<file path="src/rtl/mips_pkg.sv">
// Shared definitions for the MIPS pipeline hazard logic: forwarding selects,
// wait-state FSM encoding and the register-match helper.
package mips_pkg;

  localparam logic [1:0] FWD_RF = 2'b00;
  localparam logic [1:0] FWD_W  = 2'b01;
  localparam logic [1:0] FWD_M  = 2'b10;

  typedef enum logic [0:0] {
    ST_IDLE = 1'b0,
    ST_WAIT = 1'b1
  } hz_state_e;

  // $0 is hard-wired, so it never forms a dependency.
  function automatic logic reg_match(input logic [4:0] a, input logic [4:0] b);
    return (a != 5'd0) && (a == b);
  endfunction

endpackage

</file>
<file path="src/rtl/forward_unit.sv">
// Combinational forwarding selects for the decode (branch compare) and
// execute (ALU operand) stages.
module forward_unit
  import mips_pkg::*;
(
  input  logic [4:0] Rs_D,
  input  logic [4:0] Rt_D,
  input  logic [4:0] Rs_E,
  input  logic [4:0] Rt_E,
  input  logic [4:0] WriteReg_M,
  input  logic [4:0] WriteReg_W,
  input  logic       RegWrite_M,
  input  logic       RegWrite_W,
  output logic       forwardA_D,
  output logic       forwardB_D,
  output logic [1:0] forwardA_E,
  output logic [1:0] forwardB_E
);

  assign forwardA_D = RegWrite_M && reg_match(WriteReg_M, Rs_D);
  assign forwardB_D = RegWrite_M && reg_match(WriteReg_M, Rt_D);

  // M holds the younger result, so it wins over W.
  always_comb begin
    forwardA_E = FWD_RF;
    if (RegWrite_M && reg_match(WriteReg_M, Rs_E)) begin
      forwardA_E = FWD_M;
    end else if (RegWrite_W && reg_match(WriteReg_W, Rs_E)) begin
      forwardA_E = FWD_W;
    end
  end

  always_comb begin
    forwardB_E = FWD_RF;
    if (RegWrite_M && reg_match(WriteReg_M, Rt_E)) begin
      forwardB_E = FWD_M;
    end else if (RegWrite_W && reg_match(WriteReg_W, Rt_E)) begin
      forwardB_E = FWD_W;
    end
  end

endmodule

</file>
<file path="src/rtl/hazard_controller.sv">
// Hazard and wait-state controller for the five-stage MIPS pipeline: forwarding,
// load-use/branch stalls, and multi-cycle data-memory sequencing.
module hazard_controller
  import mips_pkg::*;
#(
  parameter int MEM_WAIT = 2,
  parameter int CNT_W    = 16
) (
  input  logic             clk,
  input  logic             reset,
  input  logic [4:0]       Rs_D,
  input  logic [4:0]       Rt_D,
  input  logic [4:0]       Rs_E,
  input  logic [4:0]       Rt_E,
  input  logic [4:0]       writeReg_E,
  input  logic [4:0]       WriteReg_M,
  input  logic [4:0]       WriteReg_W,
  input  logic             RegWrite_E,
  input  logic             RegWrite_M,
  input  logic             RegWrite_W,
  input  logic             MemtoReg_E,
  input  logic             MemtoReg_M,
  input  logic             MemWrite_M,
  input  logic             branch_D,
  output logic             stall_F,
  output logic             stall_D,
  output logic             stall_E,
  output logic             stall_M,
  output logic             flush_E,
  output logic             flush_W,
  output logic             forwardA_D,
  output logic             forwardB_D,
  output logic [1:0]       forwardA_E,
  output logic [1:0]       forwardB_E,
  output logic             mem_busy,
  output logic [CNT_W-1:0] stall_cycles,
  output hz_state_e        dbg_state
);

  localparam bit WAIT_EN = (MEM_WAIT > 0);
  localparam int WCNT_W  = WAIT_EN ? $clog2(MEM_WAIT + 1) : 1;
  localparam logic [WCNT_W-1:0] WCNT_INIT = WAIT_EN ? WCNT_W'(MEM_WAIT - 1) : '0;

  hz_state_e         state_q, state_d;
  logic [WCNT_W-1:0] wcnt_q, wcnt_d;
  logic [CNT_W-1:0]  stall_cycles_q;

  logic       lwstall, branchstall, hazard_stall, mem_op_M, mem_stall;
  logic       fa_d, fb_d;
  logic [1:0] fa_e, fb_e;

  forward_unit u_forward_unit (
    .Rs_D       (Rs_D),
    .Rt_D       (Rt_D),
    .Rs_E       (Rs_E),
    .Rt_E       (Rt_E),
    .WriteReg_M (WriteReg_M),
    .WriteReg_W (WriteReg_W),
    .RegWrite_M (RegWrite_M),
    .RegWrite_W (RegWrite_W),
    .forwardA_D (fa_d),
    .forwardB_D (fb_d),
    .forwardA_E (fa_e),
    .forwardB_E (fb_e)
  );

  assign lwstall = MemtoReg_E && (reg_match(Rt_E, Rs_D) || reg_match(Rt_E, Rt_D));

  assign branchstall = branch_D &&
    ((RegWrite_E && (reg_match(writeReg_E, Rs_D) || reg_match(writeReg_E, Rt_D))) ||
     (MemtoReg_M && (reg_match(WriteReg_M, Rs_D) || reg_match(WriteReg_M, Rt_D))));

  assign hazard_stall = lwstall || branchstall;
  assign mem_op_M     = MemtoReg_M || MemWrite_M;

  // The entry cycle already stalls, so WAIT only needs MEM_WAIT-1 more.
  always_comb begin
    state_d   = state_q;
    wcnt_d    = wcnt_q;
    mem_stall = 1'b0;
    case (state_q)
      ST_IDLE: begin
        if (WAIT_EN && mem_op_M) begin
          state_d   = ST_WAIT;
          wcnt_d    = WCNT_INIT;
          mem_stall = 1'b1;
        end
      end
      ST_WAIT: begin
        if (wcnt_q != '0) begin
          wcnt_d    = wcnt_q - WCNT_W'(1);
          mem_stall = 1'b1;
        end else begin
          state_d = ST_IDLE;
        end
      end
      default: state_d = ST_IDLE;
    endcase
  end

  always_ff @(posedge clk or negedge reset) begin
    if (!reset) begin
      state_q <= ST_IDLE;
      wcnt_q  <= '0;
    end else begin
      state_q <= state_d;
      wcnt_q  <= wcnt_d;
    end
  end

  // Memory wait dominates: the whole front of the pipe freezes and W gets bubbles.
  always_comb begin
    stall_F  = 1'b0;
    stall_D  = 1'b0;
    stall_E  = 1'b0;
    stall_M  = 1'b0;
    flush_E  = 1'b0;
    flush_W  = 1'b0;
    mem_busy = 1'b0;
    if (reset) begin
      if (mem_stall) begin
        stall_F  = 1'b1;
        stall_D  = 1'b1;
        stall_E  = 1'b1;
        stall_M  = 1'b1;
        flush_W  = 1'b1;
        mem_busy = 1'b1;
      end else begin
        stall_F = hazard_stall;
        stall_D = hazard_stall;
        flush_E = hazard_stall;
      end
    end
  end

  assign forwardA_D = reset && fa_d;
  assign forwardB_D = reset && fb_d;
  assign forwardA_E = reset ? fa_e : FWD_RF;
  assign forwardB_E = reset ? fb_e : FWD_RF;

  always_ff @(posedge clk or negedge reset) begin
    if (!reset) begin
      stall_cycles_q <= '0;
    end else if (stall_F && (stall_cycles_q != '1)) begin
      stall_cycles_q <= stall_cycles_q + CNT_W'(1);
    end
  end

  assign stall_cycles = stall_cycles_q;
  assign dbg_state    = state_q;

endmodule

</file>
<file path="config.mk">
export PLATFORM = sky130hd
export DESIGN_NAME = hazard_controller
export DESIGN_NICKNAME = d
export VERILOG_FILES = /design/src/rtl/mips_pkg.sv /design/src/rtl/forward_unit.sv /design/src/rtl/hazard_controller.sv
export SDC_FILE = /design/constraint.sdc
export NUM_CORES = 1
export LEC_CHECK = 0
export ABC_AREA = 1
export CAP_MARGIN = 40
export CELL_PAD_IN_SITES_DETAIL_PLACEMENT = 2
export CELL_PAD_IN_SITES_GLOBAL_PLACEMENT = 2
export CORE_UTILIZATION = 23
export CTS_CLUSTER_SIZE = 28
export DETAILED_ROUTE_END_ITERATION = 10
export GPL_TIMING_DRIVEN = 1
export PLACE_DENSITY = 0.91
export SETUP_SLACK_MARGIN = 0.5
export SYNTH_ARGS = -nofsm -noshare
export SYNTH_HDL_FRONTEND = slang
export SYNTH_SLANG_ARGS = --single-unit
</file>
<file path="constraint.sdc">
create_clock -name clk -period 2 [get_ports clk]
set_input_delay 0.3 -clock clk [delete_from_list [all_inputs] [get_ports clk]]
set_output_delay 0.3 -clock clk [all_outputs]
set_load 0.005 [all_outputs]
</file>
==> metrics <==
Final Non-Filler Cells 568; # fillers 954; Worst Path Arrival 1770 ps; via count between 2000 and 3000; r2r setup slk 90 ps; Num CTS Buffers 3; Die H 95.9 µm; design area 0.00394 mm²; FMAX 484 MHz; R2R Path End stall_cycles[15]; Seq cells post-synth 19; Pleak 2.06 nW; Synth cell types 34; sequence of cells on the critical path buf_8 > buf_6 > xor2_1 > nor2_1 > nand4_1 > nor4_4 > buf_4 > buf_6 > buf_6 > nor2_2 > buf_2; Mean Syn Cell Area 6.65 µm²; vias per cell 5.16; worst-path maximum fanout 3; R2R depth 8; Chip Width approximately 96 µm; CTS tree built; DP Cell Count 511; first-pass GRT wire length 18500 µm; DR iter-0 viols 96; Final Util 46.9%; Peak VDD IR between 0.2 and 0.25 mV; crit path buf inv count 6; Worst Path Required 1700 ps; port buffer count 73; Wirelength per Cell 24.0 µm; drt total wl 13600 µm; Starting Density 24.2%; CTS Buffer Depth 2; failing checks negative setup slack; min Tclk post-route 2070 ps; slowest cell on the critical path nor4_4; Hold Crit Class input pin to asynchronous set/reset pin; WHS about 190 ps; crit path capture type output pin; CP delay by family, top buffers and inverters; depth of the CTS H-tree 1; Row Count 33; Worst Setup Start Kind input pin; gr usage total 27.7%; setup TNS -157 ps; status complete, but fails checks; Routed Antenna Nets 0; layout cell share with drive strength beyond 1 54.2%; clk sinks 19; Cells after Synth 305; ratio of final minimum period to clock period 103%; Setup violations, final 5; slowest cell delay on critical path approximately 250 ps; PD cells 687 mW/mm²; Layout Area Growth over Synthesis 94.1%; DP HPWL 7260 µm; most frequent cell on the critical path buf_6; Ys Warns 0; max cap viols 0; Pre-Repair DR Iteration Count 4; I/O Pins 74; antenna violations before repair 0; area of the core 0.00838 mm²; Rel. slew slack 75.1%; worst r2r src stall_cycles[5]; antenna fix cells 0; Clock transition at path regs 80 ps; RSZ-0062 raised after global routing true; storage element area 490 µm²; EDFF count, synth 0; clock latency on the worst-skew pair 290 ps; GRT Residual Overflow 0; maximum number of pins on one net before global-route repair 20; clk_skew approximately 21 ps; vias in the first global route between 3000 and 4000; Syn Nets 351; Synth Cell Area 0.00203 mm²; Max Slew Vio Count 0; Slew @ Worst Pin 372 ps; routability cong. 0.853; main flop type after synthesis dfrtp_1; Die Area about 0.0092 mm²; Synth async-reset ratio 100%; sequential area share after synthesis about a quarter; final count of hold timing violations 0; area used by multi-input combinational logic 0.00172 mm²; Placement Cell Area around 0.0032 mm²; drt drc 0; setup ws final -67.7 ps; Hold-fix buffers, CTS 0; Overall Power 2.70 mW; NumNets Final 510; DP Worst Slack -760 ps; root buf cell clkbuf_8; critical path class input pin to output pin
## Yosys cell counts, types with 2 or more instances
| library cell | n | area (µm²) |
|---|---|---|
| nand2_1 | 83 | 312 |
| nor2_1 | 32 | 120 |
| inv_1 | 31 | 116 |
| xor2_1 | 25 | 219 |
| nand4_1 | 20 | 125 |
| xnor2_1 | 20 | 175 |
| dfrtp_1 | 19 | 475 |
| nand3_1 | 13 | 65.1 |
| nor3_1 | 9 | 45.0 |
| buf_2 | 7 | 35.0 |
| buf_4 | 4 | 30.0 |
| nor4_1 | 4 | 25.0 |
| o21ai_0 | 4 | 20.0 |
| o22ai_1 | 4 | 25.0 |
| a211oi_1 | 3 | 22.5 |
| a21oi_1 | 3 | 15.0 |
| inv_2 | 3 | 11.3 |
| clkbuf_1 | 2 | 7.51 |
| ha_1 | 2 | 25.0 |
| nand3_4 | 2 | 35.0 |
| o21ai_1 | 2 | 10.0 |
## kinds of logic (layout without fill, tap and decap cells)
family / after synthesis / count (layout) / share of synthesized area, %
compound gates: 19 / 19 / 5.74
fa+ha+maj: 2 / 2 / 1.23
buf+inv: 50 / 207 / 11.4
simple gates: 170 / 171 / 38.8
xor+xnor: 45 / 45 / 19.4
flops: 19 / 19 / 23.5
## power breakdown
group | switching (mW) | internal (mW)
registers | 0.0759 | 0.465
clock network | 0.179 | 0.143
logic | 0.938 | 0.901
total | 1.19 | 1.51
## worst max path at each step
| stage | slack, ps | end | start | depth (start not counted) |
|---|---|---|---|---|
| 2_1_floorplan | 300 | stall_F | WriteReg_M[4] | 13 |
| 3_3_place_gp | -650 | flush_E | Rt_E[0] | 12 |
| 3_5_place_dp | -760 | forwardA_E[1] | WriteReg_M[2] | 9 |
| 4_1_cts | 50 | forwardA_E[0] | WriteReg_M[2] | 11 |
| 5_1_grt | -110 | forwardA_E[0] | WriteReg_M[2] | 11 |
| 6_report | -70 | forwardA_E[0] | WriteReg_M[2] | 11 |
## sequential cells by signal (all words and copies together), names as in the netlist
name,count
wcnt_q,2
dbg_state,1
stall_cycles,16
## area by class of cell
class	instances	area share, %
Inverter	34	3.53
Clock buffer	4	1.14
Multi-Input combinational cell	237	43.6
Timing Repair Buffer	169	35.9
Sequential cell	19	12.5
Tap cell	105	3.34
## worst min-delay path, cell delays in order
cell	delay, ps
dlygate4sd2_1	210
buf_6	150
buf_4	130
## cells in the final DEF, fill, tap and decap left out, types with 3 or more instances in the layout
cell type / instances
nor3_2: 4
buf_2: 26
buf_4: 75
dfrtp_1: 7
dlymetal6s2s_1: 9
o21ai_1: 3
nand2_4: 3
xnor2_1: 11
inv_1: 16
dlygate4sd2_1: 13
nand3_1: 11
o22ai_1: 3
xnor2_2: 9
nand4_1: 20
xor2_1: 24
clkbuf_8: 3
nand3_4: 4
buf_6: 26
nand2_2: 26
clkdlybuf4s50_1: 9
nor2_4: 5
clkdlybuf4s15_2: 6
nor2_1: 17
inv_2: 15
nand2_1: 55
nor2_2: 12
dfrtp_2: 12
nor3_1: 3
## repair_timing
action | in CTS | in global routing
gates resized for setup | 267 | 61
setup buffers | 41 | 11
pin swaps | 47 | 20
cloned | 1 | 0
setup endpoints to repair | 44 | 38
## metal layers
metal | share of wire [%] | wire length, µm | GRT usage, %
met1 | 37 | 5080 | 28.4
met2 | 56 | 7590 | 55.4
met3 | 2.9 | 398 | 3.63
met4 | 4.0 | 543 | 12.1
met5 | 0 | 0 | 0
(Power assumes the default switching activity.)
